`config.mk`:
```
export PLATFORM = sky130hd
export DESIGN_NAME = ov7670_capture_ctrl
export DESIGN_NICKNAME = d
export VERILOG_FILES = /design/src/rtl/ov7670_capture_ctrl.sv
export SDC_FILE = /design/constraint.sdc
export NUM_CORES = 1
export LEC_CHECK = 0
export ABC_AREA = 0
export CORE_MARGIN = 2
export CORE_UTILIZATION = 46
export DETAILED_ROUTE_END_ITERATION = 10
export PLACE_DENSITY = 0.66
export SLEW_MARGIN = 10
export SYNTH_ARGS = -nofsm -noshare
export SYNTH_HDL_FRONTEND = slang
export SYNTH_SLANG_ARGS = --single-unit
```
`constraint.sdc`:
```
create_clock -name clk -period 4.35 [get_ports clk]
set_clock_uncertainty 0.05 [all_clocks]
set_input_delay 0.87 -clock clk [delete_from_list [all_inputs] [get_ports clk]]
set_output_delay 0.87 -clock clk [all_outputs]
set_load 0.05 [all_outputs]
```
`src/rtl/ov7670_capture_ctrl.sv`:
```
// OV7670 capture controller: syncs the camera bus, pairs bytes into RGB565,
// decimates, and writes whole frames into a rotating set of buffer banks.
module ov7670_capture_ctrl #(
    parameter int H_ACT   = 320,
    parameter int V_ACT   = 240,
    parameter int DECIM   = 1,
    parameter int NUM_BUF = 2,
    parameter int ADDR_W  = 17,
    localparam int BW     = (NUM_BUF > 1) ? $clog2(NUM_BUF) : 1
) (
    input  logic              clk,
    input  logic              reset,
    input  logic              cam_pclk,
    input  logic              cam_href,
    input  logic              cam_vsync,
    input  logic [7:0]        cam_data,
    input  logic [1:0]        mode,
    input  logic              snap_req,
    output logic              we,
    output logic [ADDR_W-1:0] wAddr,
    output logic [15:0]       wData,
    output logic [BW-1:0]     wr_bank,
    output logic [BW-1:0]     rd_bank,
    output logic              frame_done,
    output logic              err_short,
    output logic              busy
);

    localparam int CW        = $clog2(H_ACT + 1);
    localparam int RW        = $clog2(V_ACT + 1);
    localparam int FRAME_PIX = (H_ACT / DECIM) * (V_ACT / DECIM);
    localparam int NW        = ADDR_W + 1;

    typedef enum logic {
        S_WAIT,
        S_CAPTURE
    } state_t;

    state_t state;

    logic [1:0]    pclk_sr, href_sr, vs_sr;
    logic [7:0]    d_s1, d_s2;
    logic          pclk_q, href_q, vs_q;
    logic          toggle;
    logic [7:0]    hi_byte;
    logic [CW-1:0] col;
    logic [RW-1:0] row;
    logic [NW-1:0] pix_cnt;
    logic          armed;

    logic              byte_stb, pix_stb, href_fall, vs_fall, vs_rise, kept;
    logic [ADDR_W-1:0] addr_calc;

    // Edge detection on the synchronised camera strobes
    always_comb begin
        byte_stb  = pclk_sr[1] & ~pclk_q & href_sr[1];
        href_fall = href_q & ~href_sr[1];
        vs_fall   = vs_q & ~vs_sr[1];
        vs_rise   = ~vs_q & vs_sr[1];
        pix_stb   = byte_stb & toggle & ~vs_fall;
        kept      = (int'(col) < H_ACT) && (int'(row) < V_ACT) &&
                    ((int'(col) % DECIM) == 0) &&
                    ((int'(row) % DECIM) == 0);
        addr_calc = ADDR_W'((int'(row) / DECIM) * (H_ACT / DECIM) +
                            int'(col) / DECIM);
    end

    // Two-flop synchronisers plus one history flop for edge detection
    always_ff @(posedge clk or posedge reset) begin
        if (reset) begin
            pclk_sr <= '0;
            href_sr <= '0;
            vs_sr   <= '0;
            d_s1    <= '0;
            d_s2    <= '0;
            pclk_q  <= 1'b0;
            href_q  <= 1'b0;
            vs_q    <= 1'b0;
        end else begin
            pclk_sr <= {pclk_sr[0], cam_pclk};
            href_sr <= {href_sr[0], cam_href};
            vs_sr   <= {vs_sr[0], cam_vsync};
            d_s1    <= cam_data;
            d_s2    <= d_s1;
            pclk_q  <= pclk_sr[1];
            href_q  <= href_sr[1];
            vs_q    <= vs_sr[1];
        end
    end

    // Byte pairing and saturating column/row counters
    always_ff @(posedge clk or posedge reset) begin
        if (reset) begin
            toggle  <= 1'b0;
            hi_byte <= '0;
            col     <= '0;
            row     <= '0;
        end else if (vs_fall) begin
            toggle <= 1'b0;
            col    <= '0;
            row    <= '0;
        end else if (href_fall) begin
            toggle <= 1'b0;
            col    <= '0;
            if (col != '0 && int'(row) != V_ACT)
                row <= row + 1'b1;
        end else if (byte_stb) begin
            if (!toggle) begin
                hi_byte <= d_s2;
                toggle  <= 1'b1;
            end else begin
                toggle <= 1'b0;
                if (int'(col) != H_ACT)
                    col <= col + 1'b1;
            end
        end
    end

    // Capture FSM with registered write port, bank rotation and status pulses
    always_ff @(posedge clk or posedge reset) begin
        if (reset) begin
            state      <= S_WAIT;
            armed      <= 1'b0;
            pix_cnt    <= '0;
            we         <= 1'b0;
            wAddr      <= '0;
            wData      <= '0;
            wr_bank    <= '0;
            rd_bank    <= '0;
            frame_done <= 1'b0;
            err_short  <= 1'b0;
            busy       <= 1'b0;
        end else begin
            we         <= 1'b0;
            frame_done <= 1'b0;
            err_short  <= 1'b0;
            unique case (state)
                S_WAIT: begin
                    if (snap_req && mode == 2'b10)
                        armed <= 1'b1;
                    if (vs_fall && mode != 2'b01 &&
                        (mode != 2'b10 || armed)) begin
                        state   <= S_CAPTURE;
                        busy    <= 1'b1;
                        pix_cnt <= '0;
                    end
                end
                S_CAPTURE: begin
                    if (mode == 2'b01) begin
                        state <= S_WAIT;
                        busy  <= 1'b0;
                    end else if (vs_rise) begin
                        if (pix_cnt == NW'(FRAME_PIX)) begin
                            frame_done <= 1'b1;
                            rd_bank    <= wr_bank;
                            wr_bank    <= (wr_bank == BW'(NUM_BUF - 1)) ?
                                          '0 : wr_bank + 1'b1;
                            armed      <= 1'b0;
                        end else begin
                            err_short <= 1'b1;
                        end
                        state <= S_WAIT;
                        busy  <= 1'b0;
                    end else if (pix_stb && kept) begin
                        we      <= 1'b1;
                        wAddr   <= addr_calc;
                        wData   <= {hi_byte, d_s2};
                        pix_cnt <= pix_cnt + 1'b1;
                    end
                end
            endcase
        end
    end

endmodule

```
==> impl_metrics.tcl, run 1 <==
set metrics [dict create \
    insertion_delay_ps 380 \
    clockRootBuffer "clkbuf_8" \
    grt_pass1_wl_um 16600 \
    dpl-instance-area_mm2 0.00562 \
    worst-setup-path-type "in -> reg" \
    die_area_mm2 0.0116 \
    slew_violations 0 \
    fin_cells 661 \
    worst_setup_path_start_kind "input pin" \
    synth.avg_cell_area_um2 10.6 \
    vias 3435 \
    holdBufCountCts 0 \
    dieWidth_um 108 \
    fin_crit_ps 3090 \
    hold_slack_ps 308 \
    relSlewSlack_pct 41.0 \
    critical_path.max_stage_delay_ps 480 \
    nets 559 \
    core_area_mm2 0.0104 \
    placementRows 37 \
    yosysTopAreaCell "dfrtp_1" \
    track_usage_pct 18.2 \
    ys_ff_latch 110 \
    cp_max_fo 49 \
    wl_per_cell_um 14.5 \
    hp-class "reg -> reg" \
    seq_area_frac_synth_pct 55.8 \
    setup_tns_ps 0 \
    synth_common_cells "dfrtp_1 (110), nand2_1 (91), nor2_1 (44), xor2_1 (26), ha_1 (21)" \
    status "finished, final reports clean" \
    antennaDiodeCount 0 \
    routed_wl_um 9560 \
    hpwl_um 6650 \
    crit_chain "clkdlybuf4s50_1, nand2b_2, nand3_1, or3_4, clkinv_2, buf_4, o2111ai_1, xor2_1, nor2_1" \
    critical_path_required_ps 4550 \
    power_density_mw_per_mm2 330 \
    netlist_area_mm2 0.00493 \
    cts_resized 0 \
    numClockSinks 110 \
    finalWeightedCongestion 0.886 \
    synth.area.top_cells "dfrtp_1 (56%), nand2_1 (6.9%), ha_1 (5.3%)" \
    cp_slowest_cell "or3_4" \
    fin_area_mm2 0.00580 \
    cts_tree "done" \
    path_clk_slew_ps 100 \
    arrival_ps 3300 \
    setup_violations 0 \
    cts_max_path_buffers 2 \
    final-seq-area_mm2 0.00275 \
    cp-end-kind "register" \
    layout-drive-gt1-share_pct 7.24 \
    ios 55 \
    htreeDepth 3 \
    cts_setup_buffers 0 \
    synth_top_area_share_pct 55.8 \
    cts_buffers 9 \
    grt_max_degree 63 \
    drt_iter0_drc 148 \
    yosys_most_used_dff "dfrtp_1" \
    ir_drop_uv 216 \
    port_buffers 54 \
    dr.pass1.iters 4 \
    num-fill-cells 920 \
    antenna_found_initial 0 \
    synth_nets 504 \
    crit_family "buffers and inverters" \
    period_share_pct 71.1 \
    initial_core_util_pct 47.6 \
    ys_types 54 \
    fmax_ghz 0.324 \
    areaGrowthSynthToFinish_pct 17.6 \
    grt_remaining_overflow 0 \
    synth_warnings 0 \
    rsz0062_at_grt "no" \
    multi_input_comb_area_mm2 0.00207 \
    drtAntennaViolNets 0 \
    yosysMostFrequentCell "dfrtp_1" \
    drc 0 \
    dp.cells 645 \
    grt_pass1_vias 3502 \
    synth_edf_count 0 \
    cp_num_buf_inv 3 \
    synthCells 465 \
    async_reset_ff_share_pct 100 \
    die_h_um 108 \
    drt-vias-per-instance 5.20 \
    power.leakage_nw 2.70 \
    cap_viol_max_count 0 \
    worstMarginPinSlew_ps 884 \
    hold_viol 0 \
]
[kinds of logic after synthesis]
| group | count (synthesis) | synth area share (%) |
|---|---|---|
| flops | 110 | 55.8 |
| fa+ha+maj | 23 | 6.14 |
| simple gates | 205 | 19.9 |
| xor+xnor | 40 | 7.10 |
| mux | 10 | 2.26 |
| compound gates | 50 | 6.52 |
| buf+inv | 27 | 2.28 |
[state kept, by name, summed over array words and instances (netlist names), 2 cells and up]
name     cells
wData       16
vs_sr        2
hi_byte      8
pix_cnt     18
wAddr       17
href_sr      2
pclk_sr      2
col          9
row          8
d_s2         8
d_s1         8
[final cells by class]
| class | count | area share, % |
|---|---|---|
| clock buffer | 10 | 2.20 |
| clock inverter | 6 | 1.06 |
| inverter | 13 | 0.905 |
| multi-input combinational | 328 | 35.7 |
| sequential | 110 | 47.4 |
| tap | 136 | 2.93 |
| timing repair buffer | 58 | 9.83 |
[routing by layer]
metal	wire [um]	track usage, %	vias up
li1	-	-	1682
met1	4620	24.7	1679
met2	4510	29.2	67
met3	329	4.84	7
met4	98	4.21	0
met5	0	0	-
[placed cells by master, fill, tap and decap left out, types with 2 or more instances in the layout]
cell             synthesis  routed
nand2_1                 91      91
clkbuf_8                 0       9
o211ai_1                 2       2
nor2b_1                  4       4
buf_4                    1       4
o2111ai_1                4       4
and3_1                   6       6
a21oi_1                  7       7
clkinv_2                 1       2
xor2_1                  26      26
clkdlybuf4s50_1          0      54
nor4b_1                  2       2
mux2_2                   8       8
inv_6                    0       2
o31ai_1                  3       3
fa_1                     2       2
nor3b_1                  2       2
nor3_1                   5       5
a211oi_1                 3       3
or4_1                    4       4
nand4_1                 10      10
or3_1                    3       3
dfrtp_1                110     110
and4_1                   2       2
ha_1                    21      21
nand2b_1                 5       5
a21o_1                   2       2
nand4b_1                 3       3
and2_1                   2       2
o21bai_1                 2       2
o21ai_0                 19      19
nor4_1                   3       3
inv_1                   12      11
xnor2_1                 14      14
inv_8                    0       2
o21ai_1                  2       2
nand3_1                  9       9
nor2_1                  44      44
[worst register-to-register path, cell delays in order, from the launching register on]
cell	delay, ps
dfrtp_1	500
ha_1	340
ha_1	240
fa_1	410
a211oi_1	320
nor2_1	100
xor2_1	250
nand3_1	160
o311ai_0	350
o21a_1	160
[power by group]
| group | switching (mW) | leakage [nW] | internal [mW] | total [mW] |
|---|---|---|---|---|
| registers | 0.0318 | 1.45 | 1.08 | 1.11 |
| clock network | 0.370 | 0.0979 | 0.225 | 0.595 |
| logic | 0.134 | 1.15 | 0.0783 | 0.212 |
[per-stage QoR]
stage / setup WS [ps] / power, mW / util, %
after floorplan: 528 / 1.26 / -
after global placement: 945 / 1.34 / 54.2
after detailed placement: 851 / 1.34 / 54.2
after CTS: 1250 / 1.94 / 56.0
after global routing: 1050 / 2.00 / 56.0
final: 1260 / 1.91 / 56.0
[worst paths after layout]
check | end | from | cells past startpoint | slack, ps
worst max-delay path | pix_cnt[5]$_DFFE_PP0P_ | mode[1] | 9 | 1260
worst min-delay path | vs_sr[1]$_DFF_PP0_ | vs_sr[0]$_DFF_PP0_ | 0 | 310
worst max register to register | wAddr[16]$_DFFE_PP0P_ | row[1]$_DFFE_PP0P_ | 9 | 1410
worst min register to register | vs_sr[1]$_DFF_PP0_ | vs_sr[0]$_DFF_PP0_ | 0 | 310
max in group asynchronous | col[6]$_DFFE_PP0P_ | reset | 3 | 2480
min in group asynchronous | pix_cnt[8]$_DFFE_PP0P_ | reset | 2 | 910
No activity file was read; power rests on OpenSTA's default activity.
==> run 2: changes to the inputs <==
- clock period: 4.35 -> 3.2 ns (I/O delays scaled with it)
==> impl_metrics.tcl, run 2 (synthesis results as in run 1) <==
set metrics [dict create \
    status "finished, final reports clean" \
    finalWeightedCongestion 0.803 \
    fin_crit_ps 2960 \
    critical_path_required_ps 3460 \
    ios 55 \
    power_density_mw_per_mm2 453 \
    drt_iter0_drc 146 \
    die_area_mm2 0.0116 \
    cp-end-kind "register" \
    cap_viol_max_count 0 \
    rsz0062_at_grt "no" \
    arrival_ps 3220 \
    period_share_pct 92.4 \
    clockRootBuffer "clkbuf_8" \
    numClockSinks 110 \
    largest_reg_flops 18 \
    worstMarginPinSlew_ps 703 \
    drtAntennaViolNets 0 \
    dr.pass1.iters 4 \
    areaGrowthSynthToFinish_pct 18.7 \
    drc 0 \
    port_buffers 54 \
    die_h_um 108 \
    htreeDepth 3 \
    cp_max_fo 8 \
    hold_viol 0 \
    relSlewSlack_pct 52.9 \
    worst-setup-path-type "reg -> reg" \
    core_area_mm2 0.0104 \
    dp.cells 647 \
    insertion_delay_ps 380 \
    finalPower_mw 2.66 \
    dieWidth_um 108 \
    grt_remaining_overflow 0 \
    setup_violations 0 \
    cts_buffers 9 \
    power.leakage_nw 2.72 \
    cts_max_path_buffers 2 \
    final_common_cell "dfrtp_1" \
    worst_slack_ps 242 \
    antenna_found_initial 0 \
    grt_pass1_vias 3377 \
    worst_setup_path_start_kind "register" \
    slew_violations 0 \
    ir_drop_uv 322 \
    grt_max_degree 111 \
    fin_cells 663 \
    largest_register "pix_cnt" \
    hold_slack_ps 309 \
    nets 561 \
    track_usage_pct 17.7 \
    vias 3433 \
    dp_slack_ps 211 \
    cts_tree "done" \
    grt_pass1_wl_um 16200 \
    layout-drive-gt1-share_pct 7.97 \
    antennaDiodeCount 0 \
    fmax_ghz 0.338 \
    hpwl_um 6280 \
    path_clk_slew_ps 110 \
    initial_core_util_pct 47.6 \
    routed_wl_um 9220 \
    drt-vias-per-instance 5.18 \
    top_regs "pix_cnt x18, wAddr x17, wData x16" \
    setup_tns_ps 0 \
    hp-class "reg -> reg" \
    wl_per_cell_um 13.9 \
    placementRows 37 \
    final_cell_mix "dfrtp_1 (110), nand2_1 (91), clkdlybuf4s50_1 (54), nor2_1 (44), xor2_1 (26)" \
]
[run 2: timing repair]
| item | 4_1_cts | 5_1_grt |
|---|---|---|
| hold buffers | 0 | 0 |
| gates resized for setup | 0 | 1 |
| endpoints found under the setup margin | 0 | 1 |
| setup buffers | 0 | 0 |
[run 2: layout make-up]
class | instances | area [um2]
Timing Repair Buffer | 60 | 598
Sequential cell | 110 | 2750
Multi-Input combinational cell | 328 | 2070
Clock inverter | 7 | 85.1
Tap cell | 136 | 170
Inverter | 13 | 53.8
Fill cell | 929 | 4510
Clock buffer | 9 | 124
[run 2: metal layers]
layer  up-vias  part of all wire [%]  track usage (%)
met2        66                    46             26.3
met5         -                     0                0
met1      1669                    49             25.8
li1       1685                     -                -
met4         0                   1.5             5.86
met3        13                   3.8             4.18
[run 2: final timing paths]
| check | from | end | slack, ps | cells after the start |
|---|---|---|---|---|
| min in group asynchronous | reset | wAddr[6]$_DFFE_PP0P_ | 710 | 3 |
| min reg2reg | href_sr[0]$_DFF_PP0_ | href_sr[1]$_DFF_PP0_ | 310 | 0 |
| max reg2reg | row[1]$_DFFE_PP0P_ | wAddr[16]$_DFFE_PP0P_ | 240 | 9 |
| min | href_sr[0]$_DFF_PP0_ | href_sr[1]$_DFF_PP0_ | 310 | 0 |
| max | row[1]$_DFFE_PP0P_ | wAddr[16]$_DFFE_PP0P_ | 240 | 9 |
| max in group asynchronous | reset | pix_cnt[3]$_DFFE_PP0P_ | 1980 | 3 |
[run 2: report_power, final]
part | leakage, nW | total, mW | internal [mW] | switching [mW]
clock | 0.108 | 0.862 | 0.374 | 0.488
sequential | 1.45 | 1.50 | 1.46 | 0.0423
combinational | 1.16 | 0.289 | 0.109 | 0.180
total | 2.72 | 2.66 | 1.94 | 0.711
[run 2: per-stage QoR]
step,util [%],instance area (um2)
floorplan,-,4940
global placement,54.4,5640
detailed placement,54.4,5640
CTS,56.4,5850
global route,56.5,5860
finish,56.5,5860
[run 2: critical path: stages, from the launching register on]
cell      delay [ps]
dfrtp_1          490
ha_1             340
ha_1             240
fa_1             430
a211oi_2         290
nor2_1            90
xor2_1           250
nand3_1          160
o311ai_0         390
o21a_1           180
